<file path="src/rtl/pipe_stage_chain.sv">
// Chain of valid-tagged pipeline registers with per-stage stall/flush, optional
// bubble collapse and saturating stall/flush performance counters.
module pipe_stage_chain #(
    parameter int unsigned       DATA_W          = 32,
    parameter int unsigned       DEPTH           = 4,
    parameter logic [DATA_W-1:0] PRESET_VAL      = '0,
    parameter bit                BUBBLE_COLLAPSE = 1'b1,
    parameter int unsigned       CNT_W           = 16
) (
    input  logic              clk,
    input  logic              arst_n,
    input  logic              enable,
    input  logic [DATA_W-1:0] din,
    input  logic              din_valid,
    input  logic [DEPTH-1:0]  stall,
    input  logic [DEPTH-1:0]  flush,
    input  logic              clr_cnt,
    output logic [DATA_W-1:0] dout,
    output logic              dout_valid,
    output logic [DEPTH-1:0]  stage_valid,
    output logic [DEPTH-1:0]  hold,
    output logic              in_ready,
    output logic [CNT_W-1:0]  stall_cycles,
    output logic [CNT_W-1:0]  flush_kills
);

    localparam logic [CNT_W-1:0] CntMax = '1;

    logic [DATA_W-1:0] data_q [DEPTH];
    logic [DATA_W-1:0] data_d [DEPTH];
    logic [DEPTH-1:0]  v_q, v_d;
    logic [CNT_W-1:0]  stall_cnt_q, stall_cnt_d;
    logic [CNT_W-1:0]  kill_cnt_q, kill_cnt_d;

    // What each stage would load when it advances: din for stage 0, else its predecessor.
    logic [DATA_W-1:0] up_data [DEPTH];
    logic [DEPTH-1:0]  up_valid;
    logic [DEPTH-1:0]  up_hold;

    always_comb begin
        logic [DEPTH-1:0] h;
        h[DEPTH-1] = stall[DEPTH-1];
        for (int i = int'(DEPTH) - 2; i >= 0; i--) begin
            if (BUBBLE_COLLAPSE) h[i] = stall[i] | (h[i+1] & v_q[i+1]);
            else                 h[i] = stall[i] | h[i+1];
        end
        hold = h;
    end

    always_comb begin
        up_data[0]  = din;
        up_valid[0] = din_valid;
        up_hold[0]  = 1'b0;
        for (int i = 1; i < int'(DEPTH); i++) begin
            up_data[i]  = data_q[i-1];
            up_valid[i] = v_q[i-1];
            up_hold[i]  = hold[i-1];
        end
    end

    always_comb begin
        logic [3:0]       kill_n;
        logic [CNT_W+4:0] kill_sum;
        v_d         = v_q;
        data_d      = data_q;
        stall_cnt_d = stall_cnt_q;
        kill_cnt_d  = kill_cnt_q;
        kill_n      = '0;
        for (int i = 0; i < int'(DEPTH); i++) begin
            kill_n = kill_n + {3'b000, flush[i] & v_q[i]};
        end
        kill_sum = {5'b00000, kill_cnt_q} + (CNT_W+5)'(kill_n);
        if (enable) begin
            for (int i = 0; i < int'(DEPTH); i++) begin
                if (flush[i]) begin
                    v_d[i]    = 1'b0;
                    data_d[i] = PRESET_VAL;
                end else if (hold[i]) begin
                    v_d[i]    = v_q[i];
                    data_d[i] = data_q[i];
                end else if (!up_hold[i]) begin
                    v_d[i]    = up_valid[i];
                    data_d[i] = up_data[i];
                end else begin
                    v_d[i]    = 1'b0;
                    data_d[i] = PRESET_VAL;
                end
            end
            if (clr_cnt) begin
                stall_cnt_d = '0;
                kill_cnt_d  = '0;
            end else begin
                if (|(hold & v_q) && stall_cnt_q != CntMax) begin
                    stall_cnt_d = stall_cnt_q + CNT_W'(1);
                end
                if (kill_sum > {5'b00000, CntMax}) kill_cnt_d = CntMax;
                else                               kill_cnt_d = kill_sum[CNT_W-1:0];
            end
        end
    end

    always_ff @(posedge clk or negedge arst_n) begin
        if (!arst_n) begin
            v_q         <= '0;
            stall_cnt_q <= '0;
            kill_cnt_q  <= '0;
            for (int i = 0; i < int'(DEPTH); i++) data_q[i] <= PRESET_VAL;
        end else begin
            v_q         <= v_d;
            stall_cnt_q <= stall_cnt_d;
            kill_cnt_q  <= kill_cnt_d;
            for (int i = 0; i < int'(DEPTH); i++) data_q[i] <= data_d[i];
        end
    end

    assign dout         = data_q[DEPTH-1];
    assign dout_valid   = v_q[DEPTH-1];
    assign stage_valid  = v_q;
    assign in_ready     = enable & ~hold[0];
    assign stall_cycles = stall_cnt_q;
    assign flush_kills  = kill_cnt_q;

endmodule

</file>
<file path="config.mk">
export PLATFORM = sky130hd
export DESIGN_NAME = pipe_stage_chain
export DESIGN_NICKNAME = d
export VERILOG_FILES = /design/src/rtl/pipe_stage_chain.sv
export SDC_FILE = /design/constraint.sdc
export NUM_CORES = 1
export LEC_CHECK = 0
export ABC_AREA = 1
export BUFFER_PORTS_ARGS = -buffer_cell sky130_fd_sc_hd__buf_2
export CAP_MARGIN = 20
export CELL_PAD_IN_SITES_DETAIL_PLACEMENT = 0
export CELL_PAD_IN_SITES_GLOBAL_PLACEMENT = 1
export CORE_ASPECT_RATIO = 2
export CORE_MARGIN = 2
export CORE_UTILIZATION = 35
export DETAILED_ROUTE_END_ITERATION = 8
export PLACE_DENSITY_LB_ADDON = 0.1
export REMOVE_ABC_BUFFERS = 1
export SETUP_SLACK_MARGIN = 0.2
export SKIP_CTS_REPAIR_TIMING = 1
export SYNTH_ARGS = -nofsm -noshare
export SYNTH_HDL_FRONTEND = slang
export SYNTH_SLANG_ARGS = --single-unit
</file>
<file path="constraint.sdc">
create_clock -name clk -period 4.65 [get_ports clk]
set_input_delay 0.93 -clock clk [delete_from_list [all_inputs] [get_ports clk]]
set_output_delay 0.93 -clock clk [all_outputs]
set_load 0.005 [all_outputs]
</file>
* Word level (Yosys, flattened, before mapping)
Index checks and enable logic that the tools add are counted.
** Cells by class
- Equality and inequality tests :: 5
- Order comparisons :: 1
- Bitwise logic cells :: 13
- Mux-type cells :: 26
- Reductions and logical operators :: 8
- Add/subtract/negate cells :: 5
** Operators by type and width (count)
- $mux 32 :: 11
- $mux 16 :: 4
- $add 16x4->17 :: 1
- $gt 17x16->1 const B :: 1
- $add 16x1->16 const B :: 1
- $ne 16x16->1 const B :: 1
- $mux 1 :: 11
- $reduce_and 2->1 :: 5
- $and 1x1->1 :: 8
- $ne 2x2->1 const B :: 3
- $add 3x1->4 :: 1
- $and 4x4->4 :: 1
- $reduce_or 4->1 :: 1
- $add 2x1->3 :: 1
- $or 1x1->1 :: 3
- $add 1x1->2 :: 1
- $ne 2x1->1 const B :: 1
- $reduce_bool 2->1 :: 1
- $logic_and 1x1->1 :: 1
- $not 1->1 :: 1
** Word-level totals
- Output and inout bits :: 74
- Word-level logic and storage cells :: 68
- Register bits after elaboration :: 164
- Input port bits :: 45

* Logic depth before layout (Yosys ltp)
- Depth after elaboration :: 11
- Mapped depth :: 14
- Depth with buffers taken out :: 14

* Worst setup path before layout
No wires, ideal clock.
- Path type :: in2reg
- Start point :: input flush[0]
- End point :: register kill_cnt_q[7], in the netlist flush_kills[7]
- Stages :: 14
- Path slack :: 1.552 ns
- Buffers on the path :: 1
- Setup time :: 0.076 ns
- Arrival :: 3.022 ns
- Data required time :: 4.574 ns
- Path through :: nand2_1 > fa_1 > fa_1 > inv_1 > fa_1 > nand3_2 > nor2_4 > nand3_2 > nor2_2 > nand3_2 > buf_6 > nand2_1 > nand2_1 > o21ai_1
** Between the ends
- Longest elaborated chain between the ends :: 8
** Ends and longest elaborated chain
- start, declared :: line 16 : input logic [DEPTH-1:0] flush,
- $and 1x1->1 (*) :: line 70 : kill_n = kill_n + {3'b000, flush[i] & v_q[i]};
- $add 1x1->2 (*) :: line 70
- $add 2x1->3 (*) :: line 70
- $add 3x1->4 (*) :: line 70
- $add 16x4->17 (*) :: line 72 : kill_sum = {5'b00000, kill_cnt_q} + (CNT_W+5)'(kill_n);
- $gt 17x16->1 :: line 96 : if (kill_sum > {5'b00000, CntMax}) kill_cnt_d = CntMax;
- $mux 16 (*) :: line 96
- $mux 16 (*) :: line 89 : if (clr_cnt) begin
- end signal, assigned :: line 111 : kill_cnt_q <= kill_cnt_d;
- end, declared :: line 33 : logic [CNT_W-1:0] kill_cnt_q, kill_cnt_d;
Every way passes the cells marked *; elsewhere a longest branch is shown, timed or not.
A chain may end at the register's enable or synchronous reset.

* Final worst setup path
- Start point :: input flush[0]
- End point :: register kill_cnt_q[9], in the netlist flush_kills[9]
Same word-level chain as after synthesis.

==> results.toml <==
[worst_setup_path]
arrival_ps = 3420
critPathLaunchType = "primary input"
cp-end-kind = "flop"
required_ps = 5010
r2r_start = "stage_valid[0]$_DFFE_PN0P_"
reg2reg_slack_ps = 1710
critPathKind = "primary input to flop"
reg2reg_to = "flush_kills[9]$_DFFE_PN0P_"
crit_buf_inv = 2
crit_chain = "buf_2 -> nand2_1 -> fa_1 -> fa_1 -> inv_1 -> fa_1 -> nand3_2 -> nor2_4 -> nand3_2 -> nor2_2 -> nand3_2 -> o21ai_1 -> nand2_1 -> nand2_1"
worst_path_max_delay_cell = "fa_1"
path_max_fanout = 13
cp_top_family = "adder cells"
slowest_delay_ps = 500
reg2reg_depth = 13

[synth]
syn-cell-area_mm2 = 0.00797
syn_inst = 905
synth_seq_area_share_pct = 51.5
ys_seq_elements = 164
ys_warn_count = 0
synth_area_per_cell_um2 = 8.81
ys_types = 39

[cells_and_area]
area_growth_syn_to_layout_pct = 14.7
nFillCells = 2356
n_antenna_cell = 0
layout-drive-gt1-share_pct = 19.6
final_cells = 1261
final_net_count = 1020
fin_util_pct = 40.6

[clock_tree]
cts_tree = "yes"
cts_sinks = 164
cts_buffers = 17
clk_path_buf_depth = 2
clk_latency_ps = 430
cts_root_buffer = "clkbuf_16"
clk_pin_slew_ps = 60
h-tree-depth = 4

[floorplanning]
dieArea_mm2 = 0.0241
start_util_pct = 35.4
io_pins = 119
die_h_um = 217
dieWidth_um = 111
rows = 78
fp.coreArea_mm2 = 0.0225

[min_path]
min_from = "data_q[121]$_DFFE_PN0P_"
worstHoldEndpoint = "data_q[121]$_DFFE_PN0P_"
hold_class = "flop to flop"
hold_path_depth = 2

[global_routing]
grt_overflow_total = 0
grt_max_degree = 89
grt_pass1_vias = 6241
grt_first_pass_wirelength_mm = 34.2
grtUsageTotal_pct = 18.1
antenna_found_initial = 0

[place]
dp_cells = 1230
dp_hpwl_mm = 14.4
gp_congestion = 0.777
port-buffer-count = 118

[timing]
slew_viol_final = 0
clock.fmax_ghz = 0.327
tns_ps = 0
worstMarginPinSlew_ps = 1030
period_needed_ps = 3060
hold_slack_ps = 495
slew_headroom_pct = 31.5
skew_ps = 12.4
rsz0062_at_grt = "no"
finalCritPeriodShare_pct = 65.8
hold_viol_final = 0
setup_violations = 0

[pwr]
seq_power_share_pct = 45.4
power.switching_mw = 0.778
power_frac_clock_pct = 47.1
power_density_mw_per_mm2 = 360
power_frac_comb_pct = 7.5
p_leak_nw = 4.48
ir_worst_vdd_uv = 202
swShare_pct = 23.6
p_int_mw = 2.51
fin_total_pwr_mw = 3.29

[routing]
first_pass_iters = 4
finalWirelength_mm = 21.2
avgViaCountPerCell = 4.89
ant_nets = 0
vias = 6171
drt_iter0_drc = 309
wl_per_cell_um = 16.8
drc_errors = 0

[outcome]
outcome = "finished, final reports clean"

[flow_run]
max_cap_viol_count = 0
-- placed cells by master, fill, tap and decap left out, drive strengths merged --
cell and count:
o22ai 24, clkinvlp 2, dfrtp 164, nand3b 1, nor3 6, a21oi 3, nand3 119, clkinv 1
bufinv 5, o21bai 2, fa 3, o211ai 1, o21ai 54, ha 2, or2 1, buf 129
clkbuf 22, xnor2 1, nand2 227, inv 111, and2 1, nand4 8, nor2 38, o32ai 42
xor2 14
-- per-stage QoR --
stage	setup WS [ps]	instance area (um2)
floorplan	1550	7470
global placement	1150	8490
detailed placement	1140	8490
CTS	1600	9130
global route	1370	9140
finish	1590	9140
-- worst register-to-register path, delay by kind of cell, from the launching register on --
family          cells  cell delay [ps]
fa+ha+maj           3             1170
simple gates        8             1000
flops               1              450
compound gates      1              170
buf+inv             1              100
-- cells in the mapped netlist --
master	instances	area, um2
xor2_1	14	123
fa_1	3	60.1
buf_4	40	300
nand3b_1	1	7.51
nand3_1	116	581
xnor2_1	1	8.76
o32ai_2	10	163
clkinv_1	1	3.75
inv_2	2	7.51
nand2_1	218	818
and2_1	1	6.26
inv_4	1	6.26
buf_2	22	110
inv_1	107	402
o21ai_2	1	8.76
or2_2	1	6.26
buf_1	3	11.3
nor3_1	5	25.0
nor2_1	32	120
clkbuf_1	16	60.1
a21oi_1	1	5.00
nand2_2	7	43.8
nand2_4	2	22.5
nand3_2	3	30.0
o21ai_1	7	35.0
buf_6	2	22.5
nor2_4	3	33.8
nor2_2	1	6.26
o211ai_1	1	7.51
o21bai_1	2	15.0
o32ai_1	32	280
ha_1	2	25.0
a21oi_4	2	32.5
o21ai_0	46	230
dfrtp_1	164	4100
nor3_2	1	10.0
nor2_8	2	40.0
o22ai_1	24	150
nand4_1	8	50.1
-- final cells by class --
cell class / count / area, um2 / area share [%]
inverters: 111 / 419 / 4.58
multi-input cells: 547 / 2940 / 32.2
well taps: 280 / 350 / 3.83
flip-flops and latches: 164 / 4100 / 44.9
clock buffers: 22 / 464 / 5.08
repair buffers: 129 / 687 / 7.51
clock inverters: 8 / 174 / 1.90
-- per-layer routing --
layer	vias to the layer above	part of all wire, %	global-route usage [%]
met5	-	0	0
met4	0	1.1	5.08
met3	13	3.5	4.06
met2	110	53	33.2
met1	2981	42	21.1
li1	3067	-	-
-- flip-flops by register name, summed over array words and instances (netlist names) --
| name | cells |
|---|---|
| stage_valid | 4 |
| stall_cycles | 16 |
| data_q | 96 |
| flush_kills | 16 |
| dout | 32 |
-- worst max path at each step --
stage / startpoint / endpoint / slack (ps) / cells past startpoint
after floorplan: flush[0] / flush_kills[9]$_DFFE_PN0P_ / 1550 / 13
final: flush[0] / flush_kills[9]$_DFFE_PN0P_ / 1590 / 14
after CTS: flush[0] / flush_kills[9]$_DFFE_PN0P_ / 1600 / 14
after detailed placement: flush[0] / flush_kills[5]$_DFFE_PN0P_ / 1140 / 14
after global routing: flush[0] / flush_kills[0]$_DFFE_PN0P_ / 1370 / 14
after global placement: flush[0] / flush_kills[9]$_DFFE_PN0P_ / 1150 / 14
-- power groups by stage --
stage | Combinational, mW | Sequential [mW] | Clock, mW
after floorplan | 0.122 | 1.52 | 0
after global placement | 0.251 | 1.52 | 0
after detailed placement | 0.252 | 1.52 | 0
after CTS | 0.253 | 1.50 | 1.59
after global routing | 0.275 | 1.50 | 1.65
final | 0.246 | 1.50 | 1.55
-- cell families after synthesis --
logic type               synth area share [%]
AO/OA/AOI/OAI                            11.6
buffers and inverters                    11.6
XOR/XNOR                                 1.65
adder cells (fa/ha/maj)                  1.07
flip-flops                               51.5
AND/OR/NAND/NOR                          22.6
Power figures use the tool's default switching activity.
